### src/rtl/wb_axi_write_ctrl_if.sv
// rtl/wb_axi_write_ctrl_if.sv - AXI write-channel bundle (AW, W, B) between write controller and slave
interface wb_axi_write_ctrl_if;
   logic [3:0]  awid;
   logic [31:0] awaddr;
   logic [7:0]  awlen;
   logic [2:0]  awsize;
   logic [1:0]  awburst;
   logic        awvalid;
   logic        awready;
   logic [31:0] wdata;
   logic [3:0]  wstrb;
   logic        wlast;
   logic        wvalid;
   logic        wready;
   logic        bvalid;
   logic [1:0]  bresp;
   logic        bready;

   modport master (
      output awid, awaddr, awlen, awsize, awburst, awvalid,
      output wdata, wstrb, wlast, wvalid, bready,
      input  awready, wready, bvalid, bresp
   );

   modport slave (
      input  awid, awaddr, awlen, awsize, awburst, awvalid,
      input  wdata, wstrb, wlast, wvalid, bready,
      output awready, wready, bvalid, bresp
   );
endinterface

### src/rtl/wb_axi_write_ctrl.sv
// rtl/wb_axi_write_ctrl.sv - drains the write buffer as 8-beat INCR AXI bursts with error and timeout status
module wb_axi_write_ctrl #(
   parameter logic [3:0]  AXI_ID  = 4'd1,
   parameter logic [15:0] TIMEOUT = 16'd1023
) (
   input  logic                 clk,
   input  logic                 rstn,
   input  logic [31:0]          pointer,
   input  logic [31:0]          buf_addr,
   input  logic [31:0]          buf_data,
   input  logic                 buf_last,
   output logic [3:0]           crt_pull,
   output logic [3:0]           nxt_pull,
   input  logic                 hold,
   wb_axi_write_ctrl_if.master  axi,
   output logic                 wb_idle,
   output logic                 err_bresp,
   output logic                 err_last,
   output logic                 err_timeout,
   output logic [31:0]          burst_cnt
);

   typedef enum logic [3:0] {
      IDLE   = 4'd0,
      PULL   = 4'd4,
      SEND_0 = 4'd5,
      SEND_1 = 4'd6,
      SEND_2 = 4'd7,
      SEND_3 = 4'd8,
      SEND_4 = 4'd9,
      SEND_5 = 4'd10,
      SEND_6 = 4'd11,
      SEND_7 = 4'd12,
      WAIT_B = 4'd13
   } state_t;

   state_t      state;
   state_t      nxt;
   logic [15:0] wait_cnt;
   logic [15:0] wait_nxt;
   logic        nxt_send;
   logic        w_hs;
   logic        b_hs;

   assign axi.awid    = AXI_ID;
   assign axi.awlen   = 8'd7;
   assign axi.awsize  = 3'b010;
   assign axi.awburst = 2'b01;
   assign axi.wstrb   = 4'hF;

   assign crt_pull = state;
   assign nxt_pull = nxt;
   assign wb_idle  = (state == IDLE) && (pointer == 32'd0);
   assign nxt_send = (nxt >= SEND_0) && (nxt <= SEND_7);
   assign w_hs     = axi.wvalid && axi.wready;
   assign b_hs     = axi.bvalid && axi.bready;
   assign wait_nxt = wait_cnt + 16'd1;

   always_comb begin
      nxt = state;
      case (state)
         IDLE:    if (pointer != 32'd0 && !hold) nxt = PULL;
         PULL:    if (axi.awready) nxt = SEND_0;
         SEND_0, SEND_1, SEND_2, SEND_3,
         SEND_4, SEND_5, SEND_6:
                  if (axi.wready) nxt = state_t'(state + 4'd1);
         SEND_7:  if (axi.wready) nxt = WAIT_B;
         WAIT_B:  if (axi.bvalid) nxt = IDLE;
         default: nxt = IDLE;
      endcase
   end

   // Outputs are registered from the next state; address and data are captured
   // on entry to their state and held while the slave stalls.
   always_ff @(posedge clk or negedge rstn) begin
      if (!rstn) begin
         state       <= IDLE;
         wait_cnt    <= 16'd0;
         axi.awvalid <= 1'b0;
         axi.awaddr  <= 32'd0;
         axi.wvalid  <= 1'b0;
         axi.wdata   <= 32'd0;
         axi.wlast   <= 1'b0;
         axi.bready  <= 1'b0;
         err_bresp   <= 1'b0;
         err_last    <= 1'b0;
         err_timeout <= 1'b0;
         burst_cnt   <= 32'd0;
      end else begin
         state       <= nxt;
         axi.awvalid <= (nxt == PULL);
         axi.awaddr  <= (nxt != PULL) ? 32'd0 : (state == PULL) ? axi.awaddr : buf_addr;
         axi.wvalid  <= nxt_send;
         axi.wdata   <= !nxt_send ? 32'd0 : (nxt == state) ? axi.wdata : buf_data;
         axi.wlast   <= (nxt == SEND_7);
         axi.bready  <= (nxt == WAIT_B);

         // Timeout only flags the stall; the burst keeps waiting for its handshake.
         if (nxt != state)
            wait_cnt <= 16'd0;
         else if (state != IDLE && wait_cnt != TIMEOUT)
            wait_cnt <= wait_nxt;
         if (state != IDLE && nxt == state && wait_nxt == TIMEOUT)
            err_timeout <= 1'b1;

         if (b_hs && axi.bresp != 2'b00)
            err_bresp <= 1'b1;
         if (w_hs && (buf_last != axi.wlast))
            err_last <= 1'b1;
         if (b_hs)
            burst_cnt <= burst_cnt + 32'd1;
      end
   end

endmodule

### src/flat_wrapper.sv
// flat-port wrapper written by rule: the top's interface ports become plain ports
module wb_axi_write_ctrl_flat 
#(
   parameter logic [3:0]  AXI_ID  = 4'd1,
   parameter logic [15:0] TIMEOUT = 16'd1023
)
  (clk, rstn, pointer, buf_addr, buf_data, buf_last, crt_pull, nxt_pull, hold, wb_idle, err_bresp, err_last, err_timeout, burst_cnt, axi_awid, axi_awaddr, axi_awlen, axi_awsize, axi_awburst, axi_awvalid, axi_wdata, axi_wstrb, axi_wlast, axi_wvalid, axi_bready, axi_awready, axi_wready, axi_bvalid, axi_bresp);
  wb_axi_write_ctrl_if axi_i ();
  input  logic clk;
  input  logic rstn;
  input  logic [31:0] pointer;
  input  logic [31:0] buf_addr;
  input  logic [31:0] buf_data;
  input  logic buf_last;
  output logic [3:0] crt_pull;
  output logic [3:0] nxt_pull;
  input  logic hold;
  output logic wb_idle;
  output logic err_bresp;
  output logic err_last;
  output logic err_timeout;
  output logic [31:0] burst_cnt;
  output wire logic [$bits(axi_i.awid)-1:0] axi_awid;
  output wire logic [$bits(axi_i.awaddr)-1:0] axi_awaddr;
  output wire logic [$bits(axi_i.awlen)-1:0] axi_awlen;
  output wire logic [$bits(axi_i.awsize)-1:0] axi_awsize;
  output wire logic [$bits(axi_i.awburst)-1:0] axi_awburst;
  output wire logic [$bits(axi_i.awvalid)-1:0] axi_awvalid;
  output wire logic [$bits(axi_i.wdata)-1:0] axi_wdata;
  output wire logic [$bits(axi_i.wstrb)-1:0] axi_wstrb;
  output wire logic [$bits(axi_i.wlast)-1:0] axi_wlast;
  output wire logic [$bits(axi_i.wvalid)-1:0] axi_wvalid;
  output wire logic [$bits(axi_i.bready)-1:0] axi_bready;
  input wire logic [$bits(axi_i.awready)-1:0] axi_awready;
  input wire logic [$bits(axi_i.wready)-1:0] axi_wready;
  input wire logic [$bits(axi_i.bvalid)-1:0] axi_bvalid;
  input wire logic [$bits(axi_i.bresp)-1:0] axi_bresp;
  assign axi_awid = axi_i.awid;
  assign axi_awaddr = axi_i.awaddr;
  assign axi_awlen = axi_i.awlen;
  assign axi_awsize = axi_i.awsize;
  assign axi_awburst = axi_i.awburst;
  assign axi_awvalid = axi_i.awvalid;
  assign axi_wdata = axi_i.wdata;
  assign axi_wstrb = axi_i.wstrb;
  assign axi_wlast = axi_i.wlast;
  assign axi_wvalid = axi_i.wvalid;
  assign axi_bready = axi_i.bready;
  assign axi_i.awready = axi_awready;
  assign axi_i.wready = axi_wready;
  assign axi_i.bvalid = axi_bvalid;
  assign axi_i.bresp = axi_bresp;
  wb_axi_write_ctrl #(.AXI_ID(AXI_ID), .TIMEOUT(TIMEOUT)) u_core (.clk(clk), .rstn(rstn), .pointer(pointer), .buf_addr(buf_addr), .buf_data(buf_data), .buf_last(buf_last), .crt_pull(crt_pull), .nxt_pull(nxt_pull), .hold(hold), .axi(axi_i), .wb_idle(wb_idle), .err_bresp(err_bresp), .err_last(err_last), .err_timeout(err_timeout), .burst_cnt(burst_cnt));
endmodule
### config.mk
export PLATFORM = sky130hd
export DESIGN_NAME = wb_axi_write_ctrl_flat
export DESIGN_NICKNAME = d
export VERILOG_FILES = /design/src/rtl/wb_axi_write_ctrl_if.sv /design/src/rtl/wb_axi_write_ctrl.sv /design/src/flat_wrapper.sv
export SDC_FILE = /design/constraint.sdc
export NUM_CORES = 1
export LEC_CHECK = 0
export CORE_UTILIZATION = 30
export CTS_BUF_LIST = sky130_fd_sc_hd__clkbuf_4 sky130_fd_sc_hd__clkbuf_8 sky130_fd_sc_hd__clkbuf_16
export DETAILED_ROUTE_END_ITERATION = 10
export GPL_TIMING_DRIVEN = 1
export PLACE_DENSITY_LB_ADDON = 0.15
export SKIP_CTS_REPAIR_TIMING = 1
export SLEW_MARGIN = 20
export SYNTH_ARGS = -nofsm -noshare
export SYNTH_HDL_FRONTEND = slang
export SYNTH_SLANG_ARGS = --single-unit
### constraint.sdc
create_clock -name clk -period 3.7 [get_ports clk]
set_input_delay 0.37 -clock clk [delete_from_list [all_inputs] [get_ports clk]]
set_output_delay 0.37 -clock clk [all_outputs]
set_load 0.01 [all_outputs]
==> flow_summary.json, run 1 <==
{
  "drv_slew": 0,
  "yosysWarnings": 0,
  "drc": 0,
  "ir_drop_mv": 0.400,
  "clock_skew_ns": 0.0125,
  "wl_per_cell_microns": 15.5,
  "clock_power_share_pct": 24.1,
  "clkTransAtPathRegs_ns": 0.06,
  "drive_gt1_share_pct": 10.3,
  "drv_cap": 0,
  "worstPathArrival_ns": 3.06,
  "io_pins": 238,
  "yosys.area.top_type": "dfrtp_1",
  "grt-busiest-layer": "met2",
  "cts_tree": "done",
  "yosysSeqAreaShare_pct": 50.1,
  "min_period_ns": 3.43,
  "period_share_pct": 92.6,
  "grt_setup_unrepaired": "false",
  "cts_made_buffers": 17,
  "setup_tns_ns": 0,
  "path_cells": "inv_1 > ha_2 > and3_4 > a211oi_2 > o211ai_1 > and2_1 > clkdlybuf4s50_1",
  "postSynthCellCount": 610,
  "synthTopCellsByArea": "dfrtp_1, nand2_1, mux2i_1",
  "hold_violations": 0,
  "grt_pass1_vias": 5355,
  "via_per_inst": 4.72,
  "grt_max_degree": 70,
  "netlist.area_leader.share_pct": 50.1,
  "cpMaxStageDelayCell": "clkdlybuf4s50_1",
  "syn-cell-area_sq_mm": 0.00614,
  "cp-end-kind": "primary output",
  "reg2regPathDepth": 10,
  "dp_hpwl_microns": 12000,
  "via_count": 5200,
  "p_leak_nw": 3.94,
  "grtUsageMet2_pct": 28.1,
  "die_h_microns": 145,
  "synth.distinct_cells": 57,
  "core_area_sq_mm": 0.0198,
  "r2r_start": "u_core.crt_pull[0]",
  "synth-seq-cells": 123,
  "outcome": "finished, final reports clean",
  "finalSetupViolations": 0,
  "io_buffer_count": 216,
  "hold_class": "input pin to asynchronous set/reset pin",
  "grt_use_met1_pct": 18.7,
  "worstMarginPinSlew_ns": 0.929,
  "grt_pass1_wl_microns": 27400,
  "synthToLayoutAreaGrowth_pct": 47.8,
  "setup_slack_ns": 0.274,
  "drtIter0Drc": 204,
  "intPower_mw": 4.00,
  "met3_usage_pct": 5.41,
  "worst-setup-path-type": "flop to primary output",
  "synth_area_per_cell_sq_um": 10.1,
  "setup.worst_path.end": "nxt_pull[1]",
  "synth_edf_count": 0,
  "worstReg2RegEnd": "u_core.axi.wdata[27]",
  "dp_slack_ns": 0.184,
  "layout.nets": 937,
  "swShare_pct": 39.5,
  "clk_latency_ns": 0.42,
  "fmax_mhz": 292,
  "num_antenna_cells": 0,
  "slew_headroom_pct": 38.1,
  "power_density_mw_per_mm2": 729,
  "dr.pass1.iters": 4,
  "synthArstFlopShare_pct": 100,
  "seq_power_share_pct": 28.8,
  "dieArea_sq_mm": 0.0211,
  "rrSetupSlack_ns": 0.38,
  "gp_congestion": 0.896,
  "clock_tree.root_cell": "clkbuf_16",
  "track_usage_pct": 16.1,
  "crit_required_ns": 3.33,
  "fp-row-count": 51,
  "cts_sinks": 123,
  "cp_max_fo": 17,
  "routed_wl_microns": 17100,
  "antenna_left": 0,
  "p_comb_share_pct": 47.1,
  "worst_setup_path_start_kind": "flop",
  "start_util_pct": 31.1,
  "switchingPower_mw": 2.62,
  "htreeDepth": 4,
  "clockBufferDepth": 2,
  "die_x_microns": 145,
  "critPathMaxStageDelay_ns": 0.61,
  "global_route.overflow_total": 0,
  "synth_flop_cell": "dfrtp_1",
  "whs_ns": 0.0922,
  "antenna_found_initial": 0,
  "worstSetupStartpoint": "u_core.crt_pull[0]"
}
[power groups by stage]
stage | combinational (mW) | sequential, mW | clock [mW]
detailed placement | 3.11 | 1.92 | 0
CTS | 3.12 | 1.90 | 1.65
global route | 3.42 | 1.95 | 1.70
finish | 3.12 | 1.90 | 1.60
global placement | 3.07 | 1.91 | 0
floorplan | 1.83 | 2.01 | 0
[cell families after synthesis]
group	count (synthesis)	share of synthesized area, %
other	2	0.122
and+or+nand+nor	255	19.9
DFF	123	50.1
xor gates and xnor gates	50	7.13
buffers and inverters	64	6.03
AOI/OAI and AO/OA	71	8.98
adders and majority gates	8	1.63
muxes	37	6.07
[synth_stat cells (all sizes together), types with 2 or more instances]
| cell type | count |
|---|---|
| a31oi | 3 |
| a2111oi | 2 |
| xor2 | 23 |
| nand4 | 18 |
| and4 | 6 |
| and3 | 9 |
| o31ai | 2 |
| ha | 8 |
| o21ai | 4 |
| o21bai | 3 |
| mux2 | 2 |
| a211oi | 3 |
| inv | 16 |
| a22o | 2 |
| or4 | 2 |
| nand3 | 19 |
| xnor2 | 27 |
| buf | 32 |
| nand2b | 6 |
| mux2i | 35 |
| a21oi | 39 |
| conb | 2 |
| dfrtp | 123 |
| and2 | 6 |
| nand2 | 95 |
| clkbuf | 16 |
| nor4 | 11 |
| nor2 | 69 |
| nor3 | 8 |
| or3 | 2 |
| a31o | 2 |
| o22ai | 4 |
[worst min-delay path by stage]
stage | from | end | slack [ns] | cells past startpoint
after CTS | rstn | u_core.burst_cnt[17] | 0.12 | 1
after global placement | u_core.err_last | u_core.err_last | 0.46 | 1
after floorplan | rstn | u_core.axi.awaddr[0] | 0.07 | 0
after global routing | rstn | u_core.burst_cnt[8] | 0.17 | 1
after detailed placement | u_core.err_last | u_core.err_last | 0.47 | 1
final | rstn | u_core.burst_cnt[16] | 0.09 | 1
[layer usage]
metal,vias up,wire length (microns)
met1,2536,7280
met2,175,8440
met4,0,152
li1,2473,-
met3,16,1190
met5,-,0
[sequential cells by signal, indices dropped and copies added, names as in the netlist]
name                flops
u_core.axi.awaddr      32
u_core.axi.wdata       32
u_core.burst_cnt       32
u_core.wait_cnt        16
u_core.crt_pull         4
u_core.axi.awvalid      1
u_core.axi.bready       1
u_core.axi.wlast        1
u_core.axi.wvalid       1
u_core.err_bresp        1
u_core.err_last         1
u_core.err_timeout      1
[cells in the final DEF (no fill, tap or decap), types with 5 or more instances in the layout]
| cell | n |
|---|---|
| nor4_1 | 9 |
| nand2_1 | 95 |
| a21oi_2 | 29 |
| and3_1 | 8 |
| conb_1 | 21 |
| nand4_1 | 18 |
| ha_1 | 7 |
| dfrtp_1 | 123 |
| and4_1 | 6 |
| nand2b_1 | 6 |
| a21oi_1 | 10 |
| clkbuf_16 | 17 |
| clkdlybuf4s50_1 | 215 |
| xor2_1 | 23 |
| inv_1 | 15 |
| and2_1 | 5 |
| nor2_1 | 69 |
| mux2i_1 | 35 |
| buf_4 | 5 |
| nand3_1 | 18 |
| nor3_1 | 6 |
| xnor2_1 | 27 |
[final cells by class]
type	instances	area, sq um
clock buffer	18	433
clock inverter	14	138
fill	1869	10700
inverter	16	60.1
multi-input combinational	444	2810
sequential	123	3080
tap	265	332
timing repair buffer	222	2230
[critical path, delay by kind of cell, from the launching register on]
family	cells	cell delay, ns
and+or+nand+nor	2	0.68
AOI/OAI and AO/OA	2	0.30
adders and majority gates	1	0.36
buffers and inverters	2	0.81
DFF	1	0.50
[stage by stage]
stage	utilization [%]	power [mW]	instance area, sq um	cells
2_1_floorplan	-	3.84	6210	629
4_1_cts	45.8	6.68	9060	1100
3_3_place_gp	42.9	4.97	8480	1068
5_1_grt	45.9	7.07	9080	1102
6_report	45.9	6.62	9080	1102
3_5_place_dp	42.9	5.03	8490	1068
Power figures use the tool's default switching activity.
==> inputs of run 2 (changes only) <==
- CORE_ASPECT_RATIO: unset -> 2
- RECOVER_POWER: unset -> 50
- clock period: 3.7 -> 3.6 ns (I/O delays scaled with it)
==> flow_summary.json, run 2 (synthesis results as in run 1) <==
{
  "io_pins": 238,
  "grt_pass1_vias": 5239,
  "antenna_left": 0,
  "die_x_microns": 103,
  "stdcell_area_sq_mm": 0.00909,
  "global_route.overflow_total": 0,
  "hold_class": "input pin to asynchronous set/reset pin",
  "drv_cap": 1,
  "fp-row-count": 73,
  "grt_pass1_wl_microns": 27100,
  "worstPathArrival_ns": 3.05,
  "cp_max_fo": 10,
  "fin_cells": 1099,
  "die_h_microns": 204,
  "outcome": "finished, violations left",
  "setup_slack_ns": 0.192,
  "routed_wl_microns": 17600,
  "power_density_mw_per_mm2": 753,
  "reg2regPathDepth": 10,
  "dp_hpwl_microns": 12900,
  "ir_drop_mv": 0.528,
  "clock_tree.root_cell": "clkbuf_16",
  "hold_violations": 0,
  "cts_sinks": 123,
  "p_leak_nw": 4.05,
  "clk_latency_ns": 0.42,
  "dieArea_sq_mm": 0.0211,
  "dp_slack_ns": 0.215,
  "drtIter0Drc": 202,
  "final_common_cell": "clkdlybuf4s50_1",
  "gp_congestion": 0.875,
  "grt_max_degree": 74,
  "worst-setup-path-type": "flop to primary output",
  "grt_setup_unrepaired": "false",
  "via_per_inst": 4.72,
  "drv_slew": 74,
  "clock_skew_ns": 0.00588,
  "antenna_found_initial": 0,
  "worst_setup_path_start_kind": "flop",
  "wl_per_cell_microns": 16.1,
  "drive_gt1_share_pct": 10.0,
  "cp-end-kind": "primary output",
  "track_usage_pct": 17.1,
  "core_area_sq_mm": 0.0200,
  "worstMarginPinSlew_ns": 1.84,
  "period_share_pct": 94.7,
  "start_util_pct": 30.7,
  "drc": 0,
  "crit_required_ns": 3.24,
  "final_cell_mix": "clkdlybuf4s50_1, dfrtp_1, nand2_1",
  "synthToLayoutAreaGrowth_pct": 48.0,
  "rrSetupSlack_ns": 0.29,
  "top_regs": "u_core.axi.awaddr (32), u_core.axi.wdata (32), u_core.burst_cnt (32)",
  "fmax_mhz": 293,
  "slew_headroom_pct": -22.6,
  "cts_tree": "done",
  "io_buffer_count": 216,
  "htreeDepth": 4,
  "cts_made_buffers": 17,
  "r2r_start": "u_core.crt_pull[0]",
  "placed_cells": 1066,
  "num_antenna_cells": 0,
  "worstReg2RegEnd": "u_core.axi.wdata[13]",
  "dr.pass1.iters": 4,
  "via_count": 5188,
  "clockBufferDepth": 2,
  "min_period_ns": 3.41,
  "placed_area_sq_mm": 0.00849,
  "final_util_pct": 45.5,
  "layout.nets": 937,
  "finalSetupViolations": 0,
  "clkTransAtPathRegs_ns": 0.06,
  "violations": "max-capacitance violations, max-slew violations"
}
==> run 2: cell count changes in the layout (fill, tap and decap cells not counted), moves of 2 or more <==
| cell | previous run | this run |
|---|---|---|
| clkdlybuf4s50_1 | 215 | 173 |
| dlygate4sd3_1 | 0 | 42 |
| inv_6 | 4 | 0 |
| clkbuf_8 | 0 | 3 |
| clkinv_4 | 3 | 0 |
| bufinv_16 | 1 | 3 |
| clkbuf_2 | 0 | 2 |
| clkinv_2 | 1 | 3 |
==> run 2: layer usage <==
metal | share of wire [%] | wire (microns) | GRT usage, % | vias to the layer above
met5 | 0 | 0 | 0 | -
met2 | 56 | 9960 | 31.8 | 187
met1 | 36 | 6310 | 17.7 | 2508
met4 | 3.2 | 559 | 7.75 | 0
met3 | 4.7 | 822 | 3.73 | 29
li1 | - | - | - | 2464
==> run 2: through the flow <==
step | total power [mW] | setup TNS (ns) | hold slack (ns)
2_1_floorplan | 3.95 | 0 | 0.0644
3_3_place_gp | 5.12 | 0 | 0.462
3_5_place_dp | 5.17 | 0 | 0.458
4_1_cts | 6.99 | -0.000420 | 0.123
5_1_grt | 7.28 | 0 | 0.498
6_report | 6.85 | 0 | 0.425
==> run 2: layout make-up <==
type                       instances  area (sq um)
clock buffer                      21           474
timing repair buffer             223          2220
inverter                          16          60.1
clock inverter                    11           143
sequential                       123          3080
multi-input combinational        443          2790
fill                            1882         10900
tap                              262           328
==> run 2: where the power goes <==
part	internal, mW	switching, mW
Clock	1.15	0.627
Combinational	1.37	1.76
Sequential	1.71	0.235
==> run 2: how the worst max path moves through the flow <==
stage                     slack (ns)                from                    end  depth (start not counted)
after floorplan                 0.80  u_core.crt_pull[0]  u_core.axi.awaddr[10]                         11
after CTS                    -0.0004  u_core.crt_pull[0]            nxt_pull[1]                          7
after global placement          0.36  u_core.crt_pull[0]   u_core.axi.awaddr[5]                          8
final                           0.19  u_core.crt_pull[0]            nxt_pull[1]                          8
after global routing            0.02  u_core.crt_pull[0]            nxt_pull[1]                          7
after detailed placement        0.21          axi_wready   u_core.axi.wdata[21]                          9
==> run 2: critical path: stages (launching register included) <==
cell	delay, ns
dfrtp_1	0.56
inv_1	0.19
ha_1	0.31
nor3_4	0.26
nor4b_1	0.10
a211oi_2	0.27
o211ai_1	0.17
and2_1	0.24
clkdlybuf4s50_1	0.52
==> inputs of run 3 (changes only) <==
- SLEW_MARGIN: 20 -> unset
==> results of run 3 <==
Final layout, timing and power as in run 2 (identical DEF).
==> edit, RTL diff (settings of run 1) <==
Register the output `err_timeout` once more, without a reset; this adds one clock of latency there. The other outputs are not delayed to match.
--- a/src/rtl/wb_axi_write_ctrl.sv
+++ b/src/rtl/wb_axi_write_ctrl.sv
@@ -35,2 +35,4 @@
    } state_t;
+
+   logic err_timeout_s0;
 
@@ -86,3 +88,3 @@
          err_last    <= 1'b0;
-         err_timeout <= 1'b0;
+         err_timeout_s0 <= 1'b0;
          burst_cnt   <= 32'd0;
@@ -103,3 +105,3 @@
          if (state != IDLE && nxt == state && wait_nxt == TIMEOUT)
-            err_timeout <= 1'b1;
+            err_timeout_s0 <= 1'b1;
 
@@ -114,2 +116,6 @@
 
+   always_ff @(posedge clk) begin
+      err_timeout <= err_timeout_s0;
+   end
+
 endmodule
Behaviour: same outputs for any inputs over 10 cycles, from zero or initial values and one cycle with rstn low; that may be too few to reach the edited logic, so the function may still have changed.
==> edit against run 1 <==
- die area rose by 0.32%
- clock skew fell by 4.7 ps
- design area rose by 0.36%
- area after synthesis rose by 0.33%
- sequential cell count rose by 1
- power rose by 0.77%
- core utilization fell by 0.72 points
- wire length fell by 1.3%
- worst setup slack got worse by 47 ps
- critical endpoint unchanged
- highest routed layer unchanged
==> edit: results (changes against run 1) <==
The flow ran to the end, and the final reports show no timing, DRC or antenna violations. Cell depth of the worst flop-to-flop path: 10 (unchanged). The tools report the number of unique standard cell types used by synthesis as 58 (+1.8%). The length of routed wiring on met1 is 7231 um (-0.70%). The estimated wirelength of the detail-placed design is 11930 um (-0.20%). The worst register-to-register path ends at u_core.axi.wdata[4].

The largest registers in the layout are u_core.axi.awaddr (32), u_core.axi.wdata (32), u_core.burst_cnt (32). The logs give 70 (unchanged) for the pin count of the biggest net entering global routing and 330 ps (-50 ps) for the worst-case register-to-register setup slack. The tools report the number of buffers between clock root and the deepest sink as 2 (unchanged). The tools report the clock skew as 7.774 ps (-4.747 ps).

The share of layout cells above drive strength 1 is 10.16% (-0.12 points), and the transition time at the pin with the least slew margin is 773.5 ps (-155.4 ps). In this run, power in flip-flops and latches comes to 1.92 mW. The static power due to leakage is 3.952 nW (+0.40%).

The power share of the sequential group is 28.8% (about the same). The instance count after placement with tap cells included is 1074 (+0.56%), and the routed length per instance is 15.21 um (-1.7%). The starting DRC count in detailed routing was 188 (-7.8%). The routed via count is 5090 (-2.1%).

The number of global-route vias before repair is 5240 (-2.1%), and the cell area after placement is 8509 um2 (+0.25%). The logs give 46.4% (-0.7 points) for the fraction of power consumed by combinational cells and 5 (+1) for the number of optimization iterations in the first detailed-route pass. The final layout net count is 937 (unchanged). On the worst path, the slowest cell contributes a delay of 600 ps. The amount of wire on met3 after detailed routing was 1080 um (-8.9%). At the later pin of the worst-skew pair, clock insertion delay measures 410 ps.

The weighted congestion reported at the end of routability-driven placement is 0.8504 (-5.1%), and the minimum setup slack in the final design is 227.2 ps (-47.11 ps). The tools report the total routing usage reported by global routing as 16.25% (+0.15 points). The tools report the worst hold slack across all endpoints as 7.570 ps (-84.66 ps).

For the overflow left after global routing, the log shows 0 (unchanged). In the post-synthesis netlist, the biggest area contributors are sky130_fd_sc_hd__dfrtp_1 50%, sky130_fd_sc_hd__nand2_1 5.8%, sky130_fd_sc_hd__mux2i_1 5.7%. The proportion of synthesized flip-flops having asynchronous set or reset came out at 99.19% (-0.81 points). For the worst endpoint data arrival time, the log shows 3100 ps (+40 ps).

The run gives 27430 um (unchanged) as the wire length of the first global-routing pass. The tools report the net switching component of the power as 2.565 mW (-2.0%). The run gives 0.4514 mV (+13%) as the largest vdd supply drop.

The post-detailed-route via-to-cell ratio works out to 4.598 (-2.6%). For the post-placement worst setup slack, the log shows 220.7 ps (+37.03 ps). Fraction of the yosys area taken by sequential cells: 50.26% (+0.16 points).

The met2 wire length is 8384 um (-0.65%), and the mean area per synthesized cell is 10.09 um2 (+0.16%). The kind of cell with the highest combined delay along the critical path is buffers and inverters.
## edit: cell types whose count changed after synthesis
cell / run 1 / this run
sky130_fd_sc_hd__dfxtp_1: 0 / 1
## edit: kinds of logic (layout without fill, tap and decap cells)
kind of cell | count (synthesis) | after routing | synth area share (%)
xor+xnor | 50 | 50 | 7.105
flops | 124 | 124 | 50.26
fa+ha+maj | 8 | 8 | 1.624
compound gates | 71 | 71 | 8.953
buf+inv | 64 | 270 | 6.009
simple gates | 255 | 256 | 19.87
other cells | 2 | 21 | 0.1218
mux | 37 | 37 | 6.050
## edit: metal layers
metal / GRT usage, % / vias up
met3: 5.298 / 14
met4: 4.368 / 0
met2: 27.64 / 155
li1: - / 2471
met5: 0 / -
met1: 19.73 / 2450
## edit: layout make-up
type / count / area (um2)
fillers: 1899 / 11060
flip-flops and latches: 124 / 3098
multi-input cells: 443 / 2798
repair buffers: 222 / 2230
clock buffers: 21 / 467.9
well taps: 270 / 337.8
clock inverters: 11 / 118.9
inverters: 16 / 60.06
